<file path="src/rtl/post_dbg_probe_if.sv">
// ----------------------------------------------------------------------------
// post_dbg_probe_if
//   Bundles the monitored buses, capture controls and probe outputs of
//   post_dbg_probe. Clock and reset are not part of the bundle.
//
//   master : drives CH_W/CH_N/SEL/ARM/CLR/TRIG_VAL/TRIG_MSK/POST/RD_IDX,
//            observes OUT_W/OUT_N/STATE/HIT_CNT/RD_W/RD_N
//   slave  : the probe itself (directions reversed)
//
//   CH_W     N_CH*W_W  wide buses, channel k at [k*W_W +: W_W]
//   CH_N     N_CH*N_W  narrow buses, channel k at [k*N_W +: N_W]
//   SEL      SEL_W     channel select
//   ARM      1         arm request (level)
//   CLR      1         abort capture, back to IDLE
//   TRIG_VAL W_W       trigger compare value
//   TRIG_MSK W_W       trigger mask, 1 = bit compared
//   POST     CNT_W     samples stored after the trigger sample
//   RD_IDX   DEPTH_W   history read index, 0 = newest
//   OUT_W    W_W       probe wide output
//   OUT_N    N_W       probe narrow output
//   STATE    2         00 IDLE, 01 ARMED, 10 POST, 11 FROZEN
//   HIT_CNT  CNT_W     saturating trigger count
//   RD_W     W_W       history wide readout
//   RD_N     N_W       history narrow readout
// ----------------------------------------------------------------------------
interface post_dbg_probe_if #(
    parameter int unsigned SEL_W   = 3,
    parameter int unsigned W_W     = 8,
    parameter int unsigned N_W     = 3,
    parameter int unsigned DEPTH_W = 2,
    parameter int unsigned CNT_W   = 4
);
    localparam int unsigned N_CH = 2 ** SEL_W;

    logic [N_CH*W_W-1:0] CH_W;
    logic [N_CH*N_W-1:0] CH_N;
    logic [SEL_W-1:0]    SEL;
    logic                ARM;
    logic                CLR;
    logic [W_W-1:0]      TRIG_VAL;
    logic [W_W-1:0]      TRIG_MSK;
    logic [CNT_W-1:0]    POST;
    logic [DEPTH_W-1:0]  RD_IDX;
    logic [W_W-1:0]      OUT_W;
    logic [N_W-1:0]      OUT_N;
    logic [1:0]          STATE;
    logic [CNT_W-1:0]    HIT_CNT;
    logic [W_W-1:0]      RD_W;
    logic [N_W-1:0]      RD_N;

    modport master (
        output CH_W, CH_N, SEL, ARM, CLR, TRIG_VAL, TRIG_MSK, POST, RD_IDX,
        input  OUT_W, OUT_N, STATE, HIT_CNT, RD_W, RD_N
    );

    modport slave (
        input  CH_W, CH_N, SEL, ARM, CLR, TRIG_VAL, TRIG_MSK, POST, RD_IDX,
        output OUT_W, OUT_N, STATE, HIT_CNT, RD_W, RD_N
    );
endinterface

</file>
<file path="src/rtl/post_dbg_probe.sv">
// ----------------------------------------------------------------------------
// post_dbg_probe
//   Debug probe for the Post system. Selects one of N_CH monitored bus pairs
//   (wide + narrow) for a live registered view, and offers an armed capture:
//   masked-compare trigger, programmable post-trigger depth, a DEPTH-entry
//   history buffer and a saturating hit counter.
//
//   CLK  in  system clock, all state on rising edge
//   RST  in  synchronous reset, active-high
//   bus  slave modport of post_dbg_probe_if (buses, controls, outputs)
// ----------------------------------------------------------------------------
module post_dbg_probe #(
    parameter int unsigned SEL_W   = 3,
    parameter int unsigned W_W     = 8,
    parameter int unsigned N_W     = 3,
    parameter int unsigned DEPTH_W = 2,
    parameter int unsigned CNT_W   = 4
) (
    input logic              CLK,
    input logic              RST,
    post_dbg_probe_if.slave  bus
);
    localparam int unsigned DEPTH = 2 ** DEPTH_W;

    typedef enum logic [1:0] {
        S_IDLE   = 2'b00,
        S_ARMED  = 2'b01,
        S_POST   = 2'b10,
        S_FROZEN = 2'b11
    } state_t;

    state_t               state_q, state_d;
    logic [W_W-1:0]       samp_w_q, samp_w_d;
    logic [N_W-1:0]       samp_n_q, samp_n_d;
    logic [W_W-1:0]       trig_w_q, trig_w_d;
    logic [N_W-1:0]       trig_n_q, trig_n_d;
    logic [DEPTH_W-1:0]   wr_ptr_q, wr_ptr_d;
    logic [CNT_W-1:0]     cnt_q, cnt_d;
    logic [CNT_W-1:0]     hit_cnt_q, hit_cnt_d;
    logic [W_W-1:0]       out_w_q, out_w_d;
    logic [N_W-1:0]       out_n_q, out_n_d;
    logic [W_W-1:0]       rd_w_q;
    logic [N_W-1:0]       rd_n_q;
    logic [W_W-1:0]       hist_w_q [DEPTH];
    logic [N_W-1:0]       hist_n_q [DEPTH];
    logic                 wr_en;
    logic                 hit;
    logic [DEPTH_W-1:0]   rd_ptr;

    // Trigger compares the already-registered sample, so the stored trigger
    // sample and the history write of that cycle are the same value.
    assign hit    = (((samp_w_q ^ bus.TRIG_VAL) & bus.TRIG_MSK) == '0);
    // wr_ptr points at the next free slot, so newest entry is wr_ptr-1.
    assign rd_ptr = wr_ptr_q - DEPTH_W'(1) - bus.RD_IDX;

    always_comb begin
        samp_w_d  = bus.CH_W[bus.SEL*W_W +: W_W];
        samp_n_d  = bus.CH_N[bus.SEL*N_W +: N_W];
        state_d   = state_q;
        trig_w_d  = trig_w_q;
        trig_n_d  = trig_n_q;
        wr_ptr_d  = wr_ptr_q;
        cnt_d     = cnt_q;
        hit_cnt_d = hit_cnt_q;
        wr_en     = 1'b0;

        if (bus.CLR) begin
            state_d = S_IDLE;
        end else begin
            unique case (state_q)
                S_IDLE: begin
                    if (bus.ARM) begin
                        state_d  = S_ARMED;
                        wr_ptr_d = '0;
                    end
                end
                S_ARMED: begin
                    wr_en    = 1'b1;
                    wr_ptr_d = wr_ptr_q + DEPTH_W'(1);
                    if (hit) begin
                        trig_w_d  = samp_w_q;
                        trig_n_d  = samp_n_q;
                        hit_cnt_d = (hit_cnt_q == '1) ? hit_cnt_q : hit_cnt_q + CNT_W'(1);
                        cnt_d     = bus.POST;
                        state_d   = (bus.POST == '0) ? S_FROZEN : S_POST;
                    end
                end
                S_POST: begin
                    wr_en    = 1'b1;
                    wr_ptr_d = wr_ptr_q + DEPTH_W'(1);
                    cnt_d    = cnt_q - CNT_W'(1);
                    if (cnt_q <= CNT_W'(1)) begin
                        state_d = S_FROZEN;
                    end
                end
                S_FROZEN: begin
                    if (bus.ARM) begin
                        state_d  = S_ARMED;
                        wr_ptr_d = '0;
                    end
                end
                default: state_d = S_IDLE;
            endcase
        end

        // Output view follows the current state register, so a state change
        // shows on OUT_W/OUT_N one cycle later.
        if (state_q == S_POST || state_q == S_FROZEN) begin
            out_w_d = trig_w_q;
            out_n_d = trig_n_q;
        end else begin
            out_w_d = samp_w_q;
            out_n_d = samp_n_q;
        end
    end

    always_ff @(posedge CLK) begin
        if (RST) begin
            state_q   <= S_IDLE;
            samp_w_q  <= '0;
            samp_n_q  <= '0;
            trig_w_q  <= '0;
            trig_n_q  <= '0;
            wr_ptr_q  <= '0;
            cnt_q     <= '0;
            hit_cnt_q <= '0;
            out_w_q   <= '0;
            out_n_q   <= '0;
            rd_w_q    <= '0;
            rd_n_q    <= '0;
            for (int unsigned i = 0; i < DEPTH; i++) begin
                hist_w_q[i] <= '0;
                hist_n_q[i] <= '0;
            end
        end else begin
            state_q   <= state_d;
            samp_w_q  <= samp_w_d;
            samp_n_q  <= samp_n_d;
            trig_w_q  <= trig_w_d;
            trig_n_q  <= trig_n_d;
            wr_ptr_q  <= wr_ptr_d;
            cnt_q     <= cnt_d;
            hit_cnt_q <= hit_cnt_d;
            out_w_q   <= out_w_d;
            out_n_q   <= out_n_d;
            rd_w_q    <= hist_w_q[rd_ptr];
            rd_n_q    <= hist_n_q[rd_ptr];
            if (wr_en) begin
                hist_w_q[wr_ptr_q] <= samp_w_q;
                hist_n_q[wr_ptr_q] <= samp_n_q;
            end
        end
    end

    assign bus.OUT_W   = out_w_q;
    assign bus.OUT_N   = out_n_q;
    assign bus.STATE   = state_q;
    assign bus.HIT_CNT = hit_cnt_q;
    assign bus.RD_W    = rd_w_q;
    assign bus.RD_N    = rd_n_q;
endmodule

</file>
<file path="src/flat_wrapper.sv">
// flat-port wrapper written by rule: the top's interface ports become plain ports
module post_dbg_probe_flat 
#(
    parameter int unsigned SEL_W   = 3,
    parameter int unsigned W_W     = 8,
    parameter int unsigned N_W     = 3,
    parameter int unsigned DEPTH_W = 2,
    parameter int unsigned CNT_W   = 4
)
  (CLK, RST, bus_CH_W, bus_CH_N, bus_SEL, bus_ARM, bus_CLR, bus_TRIG_VAL, bus_TRIG_MSK, bus_POST, bus_RD_IDX, bus_OUT_W, bus_OUT_N, bus_STATE, bus_HIT_CNT, bus_RD_W, bus_RD_N);
  post_dbg_probe_if #(.SEL_W(SEL_W), .W_W(W_W), .N_W(N_W), .DEPTH_W(DEPTH_W), .CNT_W(CNT_W)) bus_i ();
  input logic CLK;
  input logic RST;
  input wire logic [$bits(bus_i.CH_W)-1:0] bus_CH_W;
  input wire logic [$bits(bus_i.CH_N)-1:0] bus_CH_N;
  input wire logic [$bits(bus_i.SEL)-1:0] bus_SEL;
  input wire logic [$bits(bus_i.ARM)-1:0] bus_ARM;
  input wire logic [$bits(bus_i.CLR)-1:0] bus_CLR;
  input wire logic [$bits(bus_i.TRIG_VAL)-1:0] bus_TRIG_VAL;
  input wire logic [$bits(bus_i.TRIG_MSK)-1:0] bus_TRIG_MSK;
  input wire logic [$bits(bus_i.POST)-1:0] bus_POST;
  input wire logic [$bits(bus_i.RD_IDX)-1:0] bus_RD_IDX;
  output wire logic [$bits(bus_i.OUT_W)-1:0] bus_OUT_W;
  output wire logic [$bits(bus_i.OUT_N)-1:0] bus_OUT_N;
  output wire logic [$bits(bus_i.STATE)-1:0] bus_STATE;
  output wire logic [$bits(bus_i.HIT_CNT)-1:0] bus_HIT_CNT;
  output wire logic [$bits(bus_i.RD_W)-1:0] bus_RD_W;
  output wire logic [$bits(bus_i.RD_N)-1:0] bus_RD_N;
  assign bus_i.CH_W = bus_CH_W;
  assign bus_i.CH_N = bus_CH_N;
  assign bus_i.SEL = bus_SEL;
  assign bus_i.ARM = bus_ARM;
  assign bus_i.CLR = bus_CLR;
  assign bus_i.TRIG_VAL = bus_TRIG_VAL;
  assign bus_i.TRIG_MSK = bus_TRIG_MSK;
  assign bus_i.POST = bus_POST;
  assign bus_i.RD_IDX = bus_RD_IDX;
  assign bus_OUT_W = bus_i.OUT_W;
  assign bus_OUT_N = bus_i.OUT_N;
  assign bus_STATE = bus_i.STATE;
  assign bus_HIT_CNT = bus_i.HIT_CNT;
  assign bus_RD_W = bus_i.RD_W;
  assign bus_RD_N = bus_i.RD_N;
  post_dbg_probe #(.SEL_W(SEL_W), .W_W(W_W), .N_W(N_W), .DEPTH_W(DEPTH_W), .CNT_W(CNT_W)) u_core (.CLK(CLK), .RST(RST), .bus(bus_i));
endmodule
</file>
<file path="config.mk">
export PLATFORM = sky130hd
export DESIGN_NAME = post_dbg_probe_flat
export DESIGN_NICKNAME = d
export VERILOG_FILES = /design/src/rtl/post_dbg_probe_if.sv /design/src/rtl/post_dbg_probe.sv /design/src/flat_wrapper.sv
export SDC_FILE = /design/constraint.sdc
export NUM_CORES = 1
export LEC_CHECK = 0
export ABC_CLOCK_PERIOD_IN_PS = 6770
export CAP_MARGIN = 40
export CORE_MARGIN = 8
export CORE_UTILIZATION = 52
export CTS_BUF_LIST = sky130_fd_sc_hd__clkbuf_2
export DETAILED_ROUTE_END_ITERATION = 6
export GPL_ROUTABILITY_DRIVEN = 1
export MAX_ROUTING_LAYER = met4
export PLACE_DENSITY = 0.94
export SLEW_MARGIN = 10
export SYNTH_ARGS = -nofsm -noshare
export SYNTH_HDL_FRONTEND = slang
export SYNTH_SLANG_ARGS = --single-unit
</file>
<file path="constraint.sdc">
create_clock -name CLK -period 6.77 [get_ports CLK]
set_input_delay 1.354 -clock CLK [delete_from_list [all_inputs] [get_ports CLK]]
set_output_delay 1.354 -clock CLK [all_outputs]
set_load 0.03 [all_outputs]
</file>
==> results by group, run 1 <==
Run status
  – Result of the run: finished, final reports clean

Detailed routing
  – DR iter-0 viols: between 300 and 400
  – Router iterations before antenna repair: 6
  – Drt total wl: 12300 um
  – Count of vias placed by the detailed router: 3820
  – Wire per inst: 18.3 um
  – Remaining routing DRC violations: 0
  – Final antenna-violating net count: 0
  – Per-cell via count in the routed design: 5.70

Worst setup path
  – Kind of start point of the critical path: primary input
  – Largest fanout of any net on the critical path: 14
  – Type of destination of the critical path: register
  – Critical path class: primary input to register
  – Arrival time at the worst endpoint: 3580 ps
  – CP required: 7220 ps

Finish
  – Ant diodes: 0
  – Share of layout cells above drive strength 1: 0.122
  – Final cell count without fillers: 670
  – Nets@finish: slightly below 700
  – Final core utilization: 0.707
  – Layout overhead on the synthesized area: 34.2%

Die
  – Placeable Area: 0.00906 mm^2
  – Number of top-level pins: 145
  – Placement Rows: 35
  – Die Span X: about 110 um
  – Die Area: 0.0125 mm^2
  – Effective utilization at floorplan: 0.526
  – Die H: 112 um

Power and ir drop
  – Static power due to leakage: 2.44 nW
  – Sequential share of power: 0.563
  – Reported net switching power: about 0.32 mW
  – Power Internal: 0.888 mW
  – Fraction of power spent switching nets: 0.262
  – Relative contribution of the clock network to total power: 0.233
  – Largest voltage drop on the vdd net: 0.115 mV
  – Power Density: about 190 mW/mm^2
  – Fraction of power consumed by combinational cells: 0.204

Timing
  – Final hold viol count: 0
  – Setup tns final: 0 ps
  – Tightest slew margin relative to the limit: 0.382
  – FMAX: roughly 320 MHz
  – RSZ-0062 raised after global routing: no
  – Part of the cycle the worst path needs: 0.462
  – Slew at the pin closest to its max-slew limit: between 900 and 1000 ps
  – Final Max Tran Viols: 0
  – Final min period: around 3100 ps
  – Final setup vio count: 0
  – Worst hold slack across all endpoints: 493 ps
  – Final Skew: around 14 ps

Yosys
  – Number of synthesized flops with an enable pin: 44
  – Net count after synthesis: 543
  – Warnings, synthesis: 0
  – Cell with the most instances after synthesis: sky130_fd_sc_hd__dfxtp_1
  – Async set or reset register ratio after synthesis: 0
  – Most frequent cells after synthesis: sky130_fd_sc_hd__dfxtp_1 (56), sky130_fd_sc_hd__nor2_1 (45), sky130_fd_sc_hd__edfxtp_1 (44), sky130_fd_sc_hd__nand2_1 (44), sky130_fd_sc_hd__mux4_2 (33)
  – Top flip-flop cell by instance count after synthesis: sky130_fd_sc_hd__dfxtp_1
  – Area share of the leading cell type in the synthesized netlist: 0.277
  – Library cell with the largest summed area after synthesis: sky130_fd_sc_hd__edfxtp_1
  – Average footprint of a synthesized cell: 11.4 um^2
  – Mapped Cells: 419
  – Unique cell type count in the Yosys netlist: 38
  – Proportion of synthesized chip area in sequential cells: 0.512
  – Main area contributors after synthesis: sky130_fd_sc_hd__edfxtp_1 (28%), sky130_fd_sc_hd__dfxtp_1 (23%), sky130_fd_sc_hd__mux4_2 (16%), sky130_fd_sc_hd__nor2_1 (3.5%), sky130_fd_sc_hd__nand2_1 (3.5%)
  – Count of state elements after synthesis: 100
  – Netlist area before placement: about 0.0048 mm^2

Placement
  – Count of buffers inserted at the top-level ports: 144
  – Final GP Congestion: 0.956
  – Placed wire-length estimate: 9950 um
  – Placed Cells incl. Taps: 654

Global route
  – Antenna violations before repair: 0
  – Grt met2 use: 0.361
  – Met3 usage in global routing: 0.0487
  – Vias in the first global route: 3997
  – Global-route wire length before repair: between 15000 and 20000 um
  – Met1 track demand over resource in global routing: 0.219
  – Remaining global-route overflow: 0
  – Maximum number of pins on one net before global-route repair: 46
  – Busiest metal layer after global routing: met2
  – Global router's overall resource usage: 0.204

Clock network
  – CTS Root Buffer Type: sky130_fd_sc_hd__clkbuf_2
  – Post-CTS Resized: 0
  – Clock network latency to the later pin of the worst-skew pair: about 530 ps
  – TritonCTS clock tree: built
  – Number of sinks driven by the clock tree: 100
  – Clock Tree Buf Depth: 2
  – Number of CTS-inserted buffers: 9
  – # Post-CTS Setup Buffers: 0
  – Hold Buf Count CTS: 0
  – Max H-tree Level: 3
  – Clock slew at reported path FFs: approximately 230 ps

Flow run
  – Max Cap Viol: 0

Min path
  – Type of the tightest min-delay check: register to register
## worst max-delay path, cell delays in order
cell                              delay, ps
sky130_fd_sc_hd__clkdlybuf4s50_1        410
sky130_fd_sc_hd__xor2_1                 150
sky130_fd_sc_hd__a22oi_2                300
sky130_fd_sc_hd__nand4_1                480
sky130_fd_sc_hd__a311oi_2               520
sky130_fd_sc_hd__mux2_1                 350
## worst paths after layout
path                                     startpoint                     to  slack [ps]  depth (start not counted)
worst min register to register   u_core.trig_w_q[0]    u_core.bus.OUT_W[0]         490                          2
worst max-delay path                bus_TRIG_VAL[2]  u_core.bus.HIT_CNT[0]        3640                          6
worst max register to register  u_core.bus.STATE[0]  u_core.hist_w_q[2][7]        4240                          6
worst min-delay path             u_core.trig_w_q[0]    u_core.bus.OUT_W[0]         490                          2
## logic make-up after synthesis
logic type | count (synthesis) | synth area share
AOI/OAI and AO/OA | 60 | 0.0818
xor gates and xnor gates | 11 | 0.0202
adders and majority gates | 7 | 0.0184
buffers and inverters | 47 | 0.0385
DFF | 100 | 0.512
muxes | 48 | 0.187
and+or+nand+nor | 146 | 0.142
## final cells by class
type                            instances  area, um^2
Clock buffer                           11        55.1
Clock inverter                          5        60.1
Fill cell                             617        2660
Inverter                               21        78.8
Multi-Input combinational cell        272        2150
Sequential cell                       100        2440
Tap cell                              111         139
Timing Repair Buffer                  150        1480
## stage by stage
step / area [um^2] / worst slack [ps] / total power [mW]
after floorplan: 4770 / 3620 / 0.817
after global placement: 6280 / 2860 / 0.929
after detailed placement: 6290 / 3080 / 0.938
after CTS: 6400 / 3640 / 1.21
after global routing: 6400 / 3520 / 1.25
final: 6400 / 3640 / 1.20
## power groups by stage
stage / Combinational (mW) / Sequential (mW) / Clock [mW]
finish: 0.246 / 0.678 / 0.280
global route: 0.264 / 0.682 / 0.303
CTS: 0.248 / 0.678 / 0.280
detailed placement: 0.247 / 0.691 / 0
global placement: 0.239 / 0.689 / 0
floorplan: 0.113 / 0.704 / 0
## registers in the layout, summed over array words and instances, names as in the netlist, 3 cells and up
| signal | count |
|---|---|
| u_core.samp_n_q | 3 |
| u_core.bus.OUT_W | 8 |
| u_core.bus.OUT_N | 3 |
| u_core.trig_n_q | 3 |
| u_core.hist_w_q | 32 |
| u_core.bus.RD_N | 3 |
| u_core.trig_w_q | 8 |
| u_core.bus.RD_W | 8 |
| u_core.cnt_q | 4 |
| u_core.hist_n_q | 12 |
| u_core.samp_w_q | 8 |
| u_core.bus.HIT_CNT | 4 |
## layer usage
| layer | part of all wire | wire, um |
|---|---|---|
| met5 | 0 | 0 |
| met4 | 0.026 | 320 |
| met3 | 0.070 | 853 |
| met2 | 0.53 | 6490 |
| met1 | 0.37 | 4590 |
## cells in the final DEF, fill, tap and decap left out, types with 2 or more instances in the layout
cell / Yosys / final
sky130_fd_sc_hd__a21oi_1: 25 / 25
sky130_fd_sc_hd__a22oi_2: 4 / 4
sky130_fd_sc_hd__a31oi_1: 2 / 2
sky130_fd_sc_hd__and2_1: 21 / 21
sky130_fd_sc_hd__and3_1: 2 / 2
sky130_fd_sc_hd__buf_4: 0 / 5
sky130_fd_sc_hd__clkbuf_2: 0 / 11
sky130_fd_sc_hd__clkdlybuf4s50_1: 0 / 144
sky130_fd_sc_hd__dfxtp_1: 56 / 56
sky130_fd_sc_hd__edfxtp_1: 44 / 44
sky130_fd_sc_hd__ha_1: 7 / 7
sky130_fd_sc_hd__inv_1: 21 / 21
sky130_fd_sc_hd__inv_6: 0 / 2
sky130_fd_sc_hd__mux2i_1: 14 / 14
sky130_fd_sc_hd__mux4_2: 33 / 33
sky130_fd_sc_hd__nand2_1: 44 / 44
sky130_fd_sc_hd__nand2b_1: 2 / 2
sky130_fd_sc_hd__nand3_1: 12 / 12
sky130_fd_sc_hd__nand3b_1: 2 / 2
sky130_fd_sc_hd__nor2_1: 45 / 45
sky130_fd_sc_hd__nor3_1: 7 / 7
sky130_fd_sc_hd__nor4_1: 2 / 2
sky130_fd_sc_hd__o21ai_0: 18 / 18
sky130_fd_sc_hd__o221a_2: 2 / 2
sky130_fd_sc_hd__o31ai_1: 3 / 3
sky130_fd_sc_hd__or2_2: 3 / 3
sky130_fd_sc_hd__or4_1: 2 / 2
sky130_fd_sc_hd__xnor2_1: 2 / 2
sky130_fd_sc_hd__xor2_1: 9 / 9
Power figures use the tool's default switching activity.
==> run 2, diff against run 1 <==
--- a/config.mk
+++ b/config.mk
@@ -5,15 +5,15 @@
 export SDC_FILE = /design/constraint.sdc
 export NUM_CORES = 1
 export LEC_CHECK = 0
-export ABC_CLOCK_PERIOD_IN_PS = 6770
+export ABC_CLOCK_PERIOD_IN_PS = 2640
 export CAP_MARGIN = 40
 export CORE_MARGIN = 8
-export CORE_UTILIZATION = 52
+export CORE_UTILIZATION = 44
 export CTS_BUF_LIST = sky130_fd_sc_hd__clkbuf_2
 export DETAILED_ROUTE_END_ITERATION = 6
 export GPL_ROUTABILITY_DRIVEN = 1
 export MAX_ROUTING_LAYER = met4
-export PLACE_DENSITY = 0.94
+export PLACE_DENSITY = 0.86
 export SLEW_MARGIN = 10
 export SYNTH_ARGS = -nofsm -noshare
 export SYNTH_HDL_FRONTEND = slang
==> constraint.sdc (replaced) <==
create_clock -name CLK -period 2.64 [get_ports CLK]
set_input_delay 0.528 -clock CLK [delete_from_list [all_inputs] [get_ports CLK]]
set_output_delay 0.528 -clock CLK [all_outputs]
set_load 0.03 [all_outputs]
==> results by group, run 2 (synthesis gave the netlist of run 1 again) <==
Detailed routing
  – Remaining routing DRC violations: 0 (unchanged)
  – Router iterations before antenna repair: 5 (was 6)
  – DR iter-0 viols: 332 (was 393)
  – Drt total wl: 12800 um (was 12300 um)
  – Per-cell via count in the routed design: 5.41 (was 5.70)
  – Count of vias placed by the detailed router: 3818 (was 3820)
  – Wire per inst: 18.1 um (was 18.3 um)
  – Final antenna-violating net count: 0 (unchanged)

Placement
  – Placed wire-length estimate: 10300 um (was 9950 um)
  – Area after DPL: 0.00639 mm^2 (was 0.00629 mm^2)
  – Setup Slack @ Placement: 164 ps (was 3080 ps)
  – Placed Cells incl. Taps: 690 (was 654)
  – Count of buffers inserted at the top-level ports: 144 (unchanged)
  – Final GP Congestion: 0.861 (was 0.956)

Power and ir drop
  – Power Density: 474 mW/mm^2 (was 188 mW/mm^2)
  – Fraction of power consumed by combinational cells: 0.207 (was 0.204)
  – Largest voltage drop on the vdd net: 0.273 mV (was 0.115 mV)
  – Relative contribution of the clock network to total power: 0.228 (was 0.233)
  – Reported net switching power: 0.806 mW (was 0.316 mW)
  – Power Internal: 2.28 mW (was 0.888 mW)
  – Sequential share of power: 0.564 (was 0.563)
  – Fraction of power spent switching nets: 0.261 (was 0.262)
  – Static power due to leakage: 2.47 nW (was 2.44 nW)

Finish
  – Ant diodes: 0 (unchanged)
  – Number of flip-flops under the largest register name: 32 (unchanged)
  – Share of layout cells above drive strength 1: 0.129 (was 0.122)
  – Final cell count without fillers: 706 (was 670)
  – Most frequent cells in the layout: sky130_fd_sc_hd__clkdlybuf4s50_1 (144), sky130_fd_sc_hd__dfxtp_1 (56), sky130_fd_sc_hd__nor2_1 (45) (unchanged)
  – Biggest register: u_core.hist_w_q (unchanged)
  – Post-route design area: 0.00650 mm^2 (was 0.00640 mm^2)
  – Layout overhead on the synthesized area: 36.2% (was 34.2%)
  – Registers with the most flip-flops: u_core.hist_w_q (32), u_core.hist_n_q (12) (unchanged)
  – Nets@finish: 685 (was 678)
  – Leading cell type in the layout, fill and taps excluded: sky130_fd_sc_hd__clkdlybuf4s50_1 (unchanged)

Die
  – Die Span X: 120 um (was 112 um)
  – Placement Rows: 38 (was 35)
  – Number of top-level pins: 145 (unchanged)
  – Effective utilization at floorplan: 0.446 (was 0.526)
  – Die H: 120 um (was 112 um)
  – Die Area: 0.0144 mm^2 (was 0.0125 mm^2)
  – Placeable Area: 0.0107 mm^2 (was 0.00906 mm^2)

Global route
  – Remaining global-route overflow: 0 (unchanged)
  – Vias in the first global route: 4252 (was 3997)
  – Global-route wire length before repair: 20500 um (was 19700 um)
  – Antenna violations before repair: 0 (unchanged)
  – Global router's overall resource usage: 0.186 (was 0.204)
  – Maximum number of pins on one net before global-route repair: 44 (was 46)

Clock network
  – Number of CTS-inserted buffers: 9 (unchanged)
  – CTS Root Buffer Type: sky130_fd_sc_hd__clkbuf_2 (unchanged)
  – # Post-CTS Setup Buffers: 0 (unchanged)
  – TritonCTS clock tree: built (unchanged)
  – Clock network latency to the later pin of the worst-skew pair: 510 ps (was 530 ps)
  – Number of sinks driven by the clock tree: 100 (unchanged)
  – Hold Buf Count CTS: 0 (unchanged)
  – Post-CTS Resized: 0 (unchanged)
  – Max H-tree Level: 3 (unchanged)
  – Clock slew at reported path FFs: 250 ps (was 230 ps)
  – Clock Tree Buf Depth: 2 (unchanged)

Worst setup path
  – Crit Reg-Reg Endpoint: u_core.hist_n_q[1][1] (was u_core.hist_w_q[2][7])
  – Critical path class: register to output pin (was primary input to register)
  – Launching point of the worst reg2reg path: u_core.bus.STATE[0] (unchanged)
  – Slowest CP cell: sky130_fd_sc_hd__clkdlybuf4s50_1 (was sky130_fd_sc_hd__a311oi_2)
  – Cells on worst reg2reg path: 6 (unchanged)
  – Critical path origin: u_core.bus.HIT_CNT[0] (was bus_TRIG_VAL[2])
  – Cell-by-cell listing of the critical path: clkdlybuf4s50_1 (was clkdlybuf4s50_1 > xor2_1 > a22oi_2 > nand4_1 > a311oi_2 > mux2_1)
  – Largest fanout of any net on the critical path: 5 (was 14)
  – Buffers plus inverters on the worst setup path: 1 (unchanged)
  – Critical path depth in cells: 1 (was 6)
  – Highest cell delay on the worst timing path: 750 ps (was 520 ps)
  – Worst-case register-to-register setup slack: 550 ps (was 4240 ps)
  – Top delay family on crit path: buffers and inverters (was compound AO/OA/AOI/OAI gates)
  – Type of destination of the critical path: output pin (was register)
  – CP required: 2110 ps (was 7220 ps)
  – Capture point of the worst path: bus_HIT_CNT[0] (was u_core.bus.HIT_CNT[0])
  – Arrival time at the worst endpoint: 1730 ps (was 3580 ps)
  – Kind of start point of the critical path: register (was primary input)

Min path
  – Type of the tightest min-delay check: register to register (unchanged)

Timing
  – Slew at the pin closest to its max-slew limit: 817 ps (was 925 ps)
  – FMAX: between 400 and 500 MHz
  – Part of the cycle the worst path needs: 0.856
  – Setup tns final: 0 ps (unchanged)
  – Final setup vio count: 0 (unchanged)
  – Final Skew: 19.1 ps (was 13.7 ps)
  – Final Max Tran Viols: 0 (unchanged)
  – Tightest slew margin relative to the limit: 0.453 (was 0.382)
  – Setup slack of the critical path after layout: 381 ps (was 3640 ps)
  – RSZ-0062 raised after global routing: no (unchanged)
  – Worst hold slack across all endpoints: 458 ps (was 493 ps)
  – Final hold viol count: 0 (unchanged)
  – Final min period: 2260 ps

Flow run
  – Max Cap Viol: 0 (unchanged)

Run status
  – Result of the run: finished, final reports clean (unchanged)
## run 2: area by class of cell
class                           instances  area [um^2]
Timing Repair Buffer                  157         1550
Sequential cell                       100         2440
Fill cell                             844         4200
Clock inverter                          5         51.3
Clock buffer                           11         55.1
Tap cell                              140          175
Multi-Input combinational cell        272         2150
Inverter                               21         78.8
## run 2: power by group through the flow
stage	Clock, mW	Combinational [mW]	Sequential, mW
2_1_floorplan	0	0.290	1.81
4_1_cts	0.718	0.646	1.74
5_1_grt	0.776	0.686	1.75
3_5_place_dp	0	0.645	1.77
3_3_place_gp	0	0.628	1.77
6_report	0.703	0.640	1.74
## run 2: routing by layer
layer / part of all wire / vias up / global-route usage / wire, um
li1: - / 1787 / - / -
met1: 0.37 / 1800 / 0.187 / 4770
met2: 0.52 / 195 / 0.329 / 6710
met3: 0.065 / 36 / 0.0427 / 828
met4: 0.039 / 0 / 0.0999 / 500
met5: 0 / - / - / 0
## run 2: worst min path at each step
stage / start / end / slack, ps / cells past startpoint
4_1_cts: u_core.trig_w_q[7] / u_core.bus.OUT_W[7] / 440 / 2
3_5_place_dp: u_core.trig_w_q[1] / u_core.bus.OUT_W[1] / 450 / 2
2_1_floorplan: u_core.trig_n_q[0] / u_core.bus.OUT_N[0] / 430 / 2
5_1_grt: u_core.trig_w_q[7] / u_core.bus.OUT_W[7] / 460 / 2
6_report: u_core.trig_w_q[7] / u_core.bus.OUT_W[7] / 460 / 2
3_3_place_gp: u_core.trig_w_q[6] / u_core.bus.OUT_W[6] / 440 / 2
## run 2: per-stage QoR
stage	power, mW	util
floorplan	2.10	-
global placement	2.40	0.598
detailed placement	2.42	0.598
CTS	3.10	0.608
global route	3.21	0.608
finish	3.08	0.608
==> run 3, diff against run 2 <==
--- a/config.mk
+++ b/config.mk
@@ -14,6 +14,8 @@
 export GPL_ROUTABILITY_DRIVEN = 1
 export MAX_ROUTING_LAYER = met4
 export PLACE_DENSITY = 0.86
+export RECOVER_POWER = 100
+export SKIP_LAST_GASP = 1
 export SLEW_MARGIN = 10
 export SYNTH_ARGS = -nofsm -noshare
 export SYNTH_HDL_FRONTEND = slang
==> results by group, run 3 (synthesis gave the netlist of run 1 again) <==
Clock network
  – Post-CTS Resized: 0 (unchanged)
  – Clock network latency to the later pin of the worst-skew pair: 520 ps (was 510 ps)
  – Hold Buf Count CTS: 0 (unchanged)
  – # Post-CTS Setup Buffers: 0 (unchanged)
  – TritonCTS clock tree: built (unchanged)
  – Number of sinks driven by the clock tree: 100 (unchanged)
  – Clock slew at reported path FFs: 250 ps (about the same)
  – Number of CTS-inserted buffers: 9 (unchanged)
  – Max H-tree Level: 3 (unchanged)
  – Clock Tree Buf Depth: 2 (unchanged)
  – CTS Root Buffer Type: sky130_fd_sc_hd__clkbuf_2 (unchanged)

Detailed routing
  – Wire per inst: 18.0 um (was 18.1 um)
  – Drt total wl: 12700 um (was 12800 um)
  – Final antenna-violating net count: 0 (unchanged)
  – Per-cell via count in the routed design: 5.38 (was 5.41)
  – DR iter-0 viols: 292 (was 332)
  – Remaining routing DRC violations: 0 (unchanged)
  – Count of vias placed by the detailed router: 3800 (was 3818)
  – Router iterations before antenna repair: 4 (was 5)

Worst setup path
  – Crit Reg-Reg Endpoint: u_core.bus.RD_W[1] (was u_core.hist_n_q[1][1])
  – Critical path origin: u_core.bus.HIT_CNT[0] (unchanged)
  – Launching point of the worst reg2reg path: u_core.wr_ptr_q[0] (was u_core.bus.STATE[0])
  – CP required: 2110 ps (about the same)
  – Worst-case register-to-register setup slack: 450 ps (was 550 ps)
  – Kind of start point of the critical path: register (unchanged)
  – Largest fanout of any net on the critical path: 5 (unchanged)
  – Highest cell delay on the worst timing path: 820 ps (was 750 ps)
  – Type of destination of the critical path: output pin (unchanged)
  – Critical path class: register to output pin (unchanged)
  – Top delay family on crit path: buffers and inverters (unchanged)
  – Cells on worst reg2reg path: 6 (unchanged)
  – Cell-by-cell listing of the critical path: dlygate4sd3_1 (was clkdlybuf4s50_1)
  – Critical path depth in cells: 1 (unchanged)
  – Capture point of the worst path: bus_HIT_CNT[0] (unchanged)
  – Slowest CP cell: sky130_fd_sc_hd__dlygate4sd3_1 (was sky130_fd_sc_hd__clkdlybuf4s50_1)
  – Arrival time at the worst endpoint: 1800 ps (was 1730 ps)
  – Buffers plus inverters on the worst setup path: 1 (unchanged)

Placement
  – Placed Cells incl. Taps: 690 (unchanged)
  – Area after DPL: 0.00639 mm^2 (unchanged)
  – Setup Slack @ Placement: 164 ps (unchanged)
  – Final GP Congestion: 0.861 (unchanged)
  – Count of buffers inserted at the top-level ports: 144 (unchanged)
  – Placed wire-length estimate: 10300 um (unchanged)

Global route
  – Antenna violations before repair: 0 (unchanged)
  – Maximum number of pins on one net before global-route repair: 44 (unchanged)
  – Remaining global-route overflow: 0 (unchanged)
  – Vias in the first global route: 4252 (unchanged)
  – Global-route wire length before repair: 20500 um (unchanged)
  – Global router's overall resource usage: 0.186 (unchanged)

Finish
  – Share of layout cells above drive strength 1: 0.115 (was 0.129)
  – Area occupied by registers: 0.00244 mm^2 (unchanged)
  – Number of flip-flops under the largest register name: 32 (unchanged)
  – Area of combinational cells with multiple inputs: 0.00213 mm^2 (was 0.00215 mm^2)
  – Biggest register: u_core.hist_w_q (unchanged)
  – Ant diodes: 0 (unchanged)
  – FILL cells: 859 (was 844)
  – Layout overhead on the synthesized area: 35.1% (was 36.2%)
  – Most frequent cells in the layout: sky130_fd_sc_hd__clkdlybuf4s50_1 (115), sky130_fd_sc_hd__dfxtp_1 (56), sky130_fd_sc_hd__nor2_1 (45) (was sky130_fd_sc_hd__clkdlybuf4s50_1 (144), sky130_fd_sc_hd__dfxtp_1 (56), sky130_fd_sc_hd__nor2_1 (45))
  – Registers with the most flip-flops: u_core.hist_w_q (32), u_core.hist_n_q (12) (unchanged)
  – Post-route design area: 0.00644 mm^2 (was 0.00650 mm^2)
  – Final cell count without fillers: 706 (unchanged)
  – Leading cell type in the layout, fill and taps excluded: sky130_fd_sc_hd__clkdlybuf4s50_1 (unchanged)
  – Nets@finish: 685 (unchanged)

Run status
  – Result of the run: finished, final reports clean (unchanged)

Die
  – Die Area: 0.0144 mm^2 (unchanged)
  – Die Span X: 120 um (unchanged)
  – Effective utilization at floorplan: 0.446 (unchanged)
  – Die H: 120 um (unchanged)
  – Placeable Area: 0.0107 mm^2 (unchanged)
  – Number of top-level pins: 145 (unchanged)
  – Placement Rows: 38 (unchanged)

Timing
  – Setup slack of the critical path after layout: 314 ps (was 381 ps)
  – Tightest slew margin relative to the limit: 0.456 (was 0.453)
  – Final Max Tran Viols: 0 (unchanged)
  – RSZ-0062 raised after global routing: no (unchanged)
  – Setup tns final: 0 ps (unchanged)
  – Final min period: 2330 ps (was 2260 ps)
  – FMAX: 430 MHz (was 443 MHz)
  – Final Skew: 21.6 ps (was 19.1 ps)
  – Part of the cycle the worst path needs: 0.881 (was 0.856)
  – Final setup vio count: 0 (unchanged)
  – Slew at the pin closest to its max-slew limit: 813 ps (was 817 ps)
  – Final hold viol count: 0 (unchanged)

Power and ir drop
  – Largest voltage drop on the vdd net: 0.271 mV (was 0.273 mV)
  – Static power due to leakage: 2.52 nW (was 2.47 nW)
  – Power Density: 474 mW/mm^2 (about the same)

Flow run
  – Max Cap Viol: 0 (unchanged)

Min path
  – Type of the tightest min-delay check: register to register (unchanged)
-- run 3: layout make-up --
type,instances,share of cell area
repair buffers,157,0.235
multi-input cells,272,0.330
clock buffers,11,0.00854
clock inverters,5,0.00796
inverters,21,0.0122
well taps,140,0.0272
flip-flops and latches,100,0.379
-- run 3: metrics by stage --
step	total power, mW	hold WS [ps]	util
global placement	2.40	439	0.598
CTS	3.10	442	0.608
global route	3.19	461	0.602
detailed placement	2.42	447	0.598
floorplan	2.10	433	-
finish	3.06	458	0.602
-- run 3: how the worst min path moves through the flow --
stage	start	to	slack (ps)	depth (start not counted)
2_1_floorplan	u_core.trig_n_q[0]	u_core.bus.OUT_N[0]	430	2
3_3_place_gp	u_core.trig_w_q[6]	u_core.bus.OUT_W[6]	440	2
3_5_place_dp	u_core.trig_w_q[1]	u_core.bus.OUT_W[1]	450	2
4_1_cts	u_core.trig_w_q[7]	u_core.bus.OUT_W[7]	440	2
5_1_grt	u_core.trig_w_q[7]	u_core.bus.OUT_W[7]	460	2
6_report	u_core.trig_w_q[7]	u_core.bus.OUT_W[7]	460	2
-- run 3: power by group --
| group | leakage, nW | switching, mW | internal, mW |
|---|---|---|---|
| Sequential | 0.914 | 0.0494 | 1.69 |
| Combinational | 1.53 | 0.271 | 0.346 |
| Clock | 0.0714 | 0.478 | 0.223 |
| Total | 2.52 | 0.798 | 2.26 |
-- run 3: per-layer routing --
layer / up-vias / part of all wire / GRT usage
met5: - / 0 / -
met4: 0 / 0.036 / 0.0999
met3: 33 / 0.073 / 0.0427
met2: 201 / 0.53 / 0.329
met1: 1776 / 0.36 / 0.187
li1: 1790 / - / -
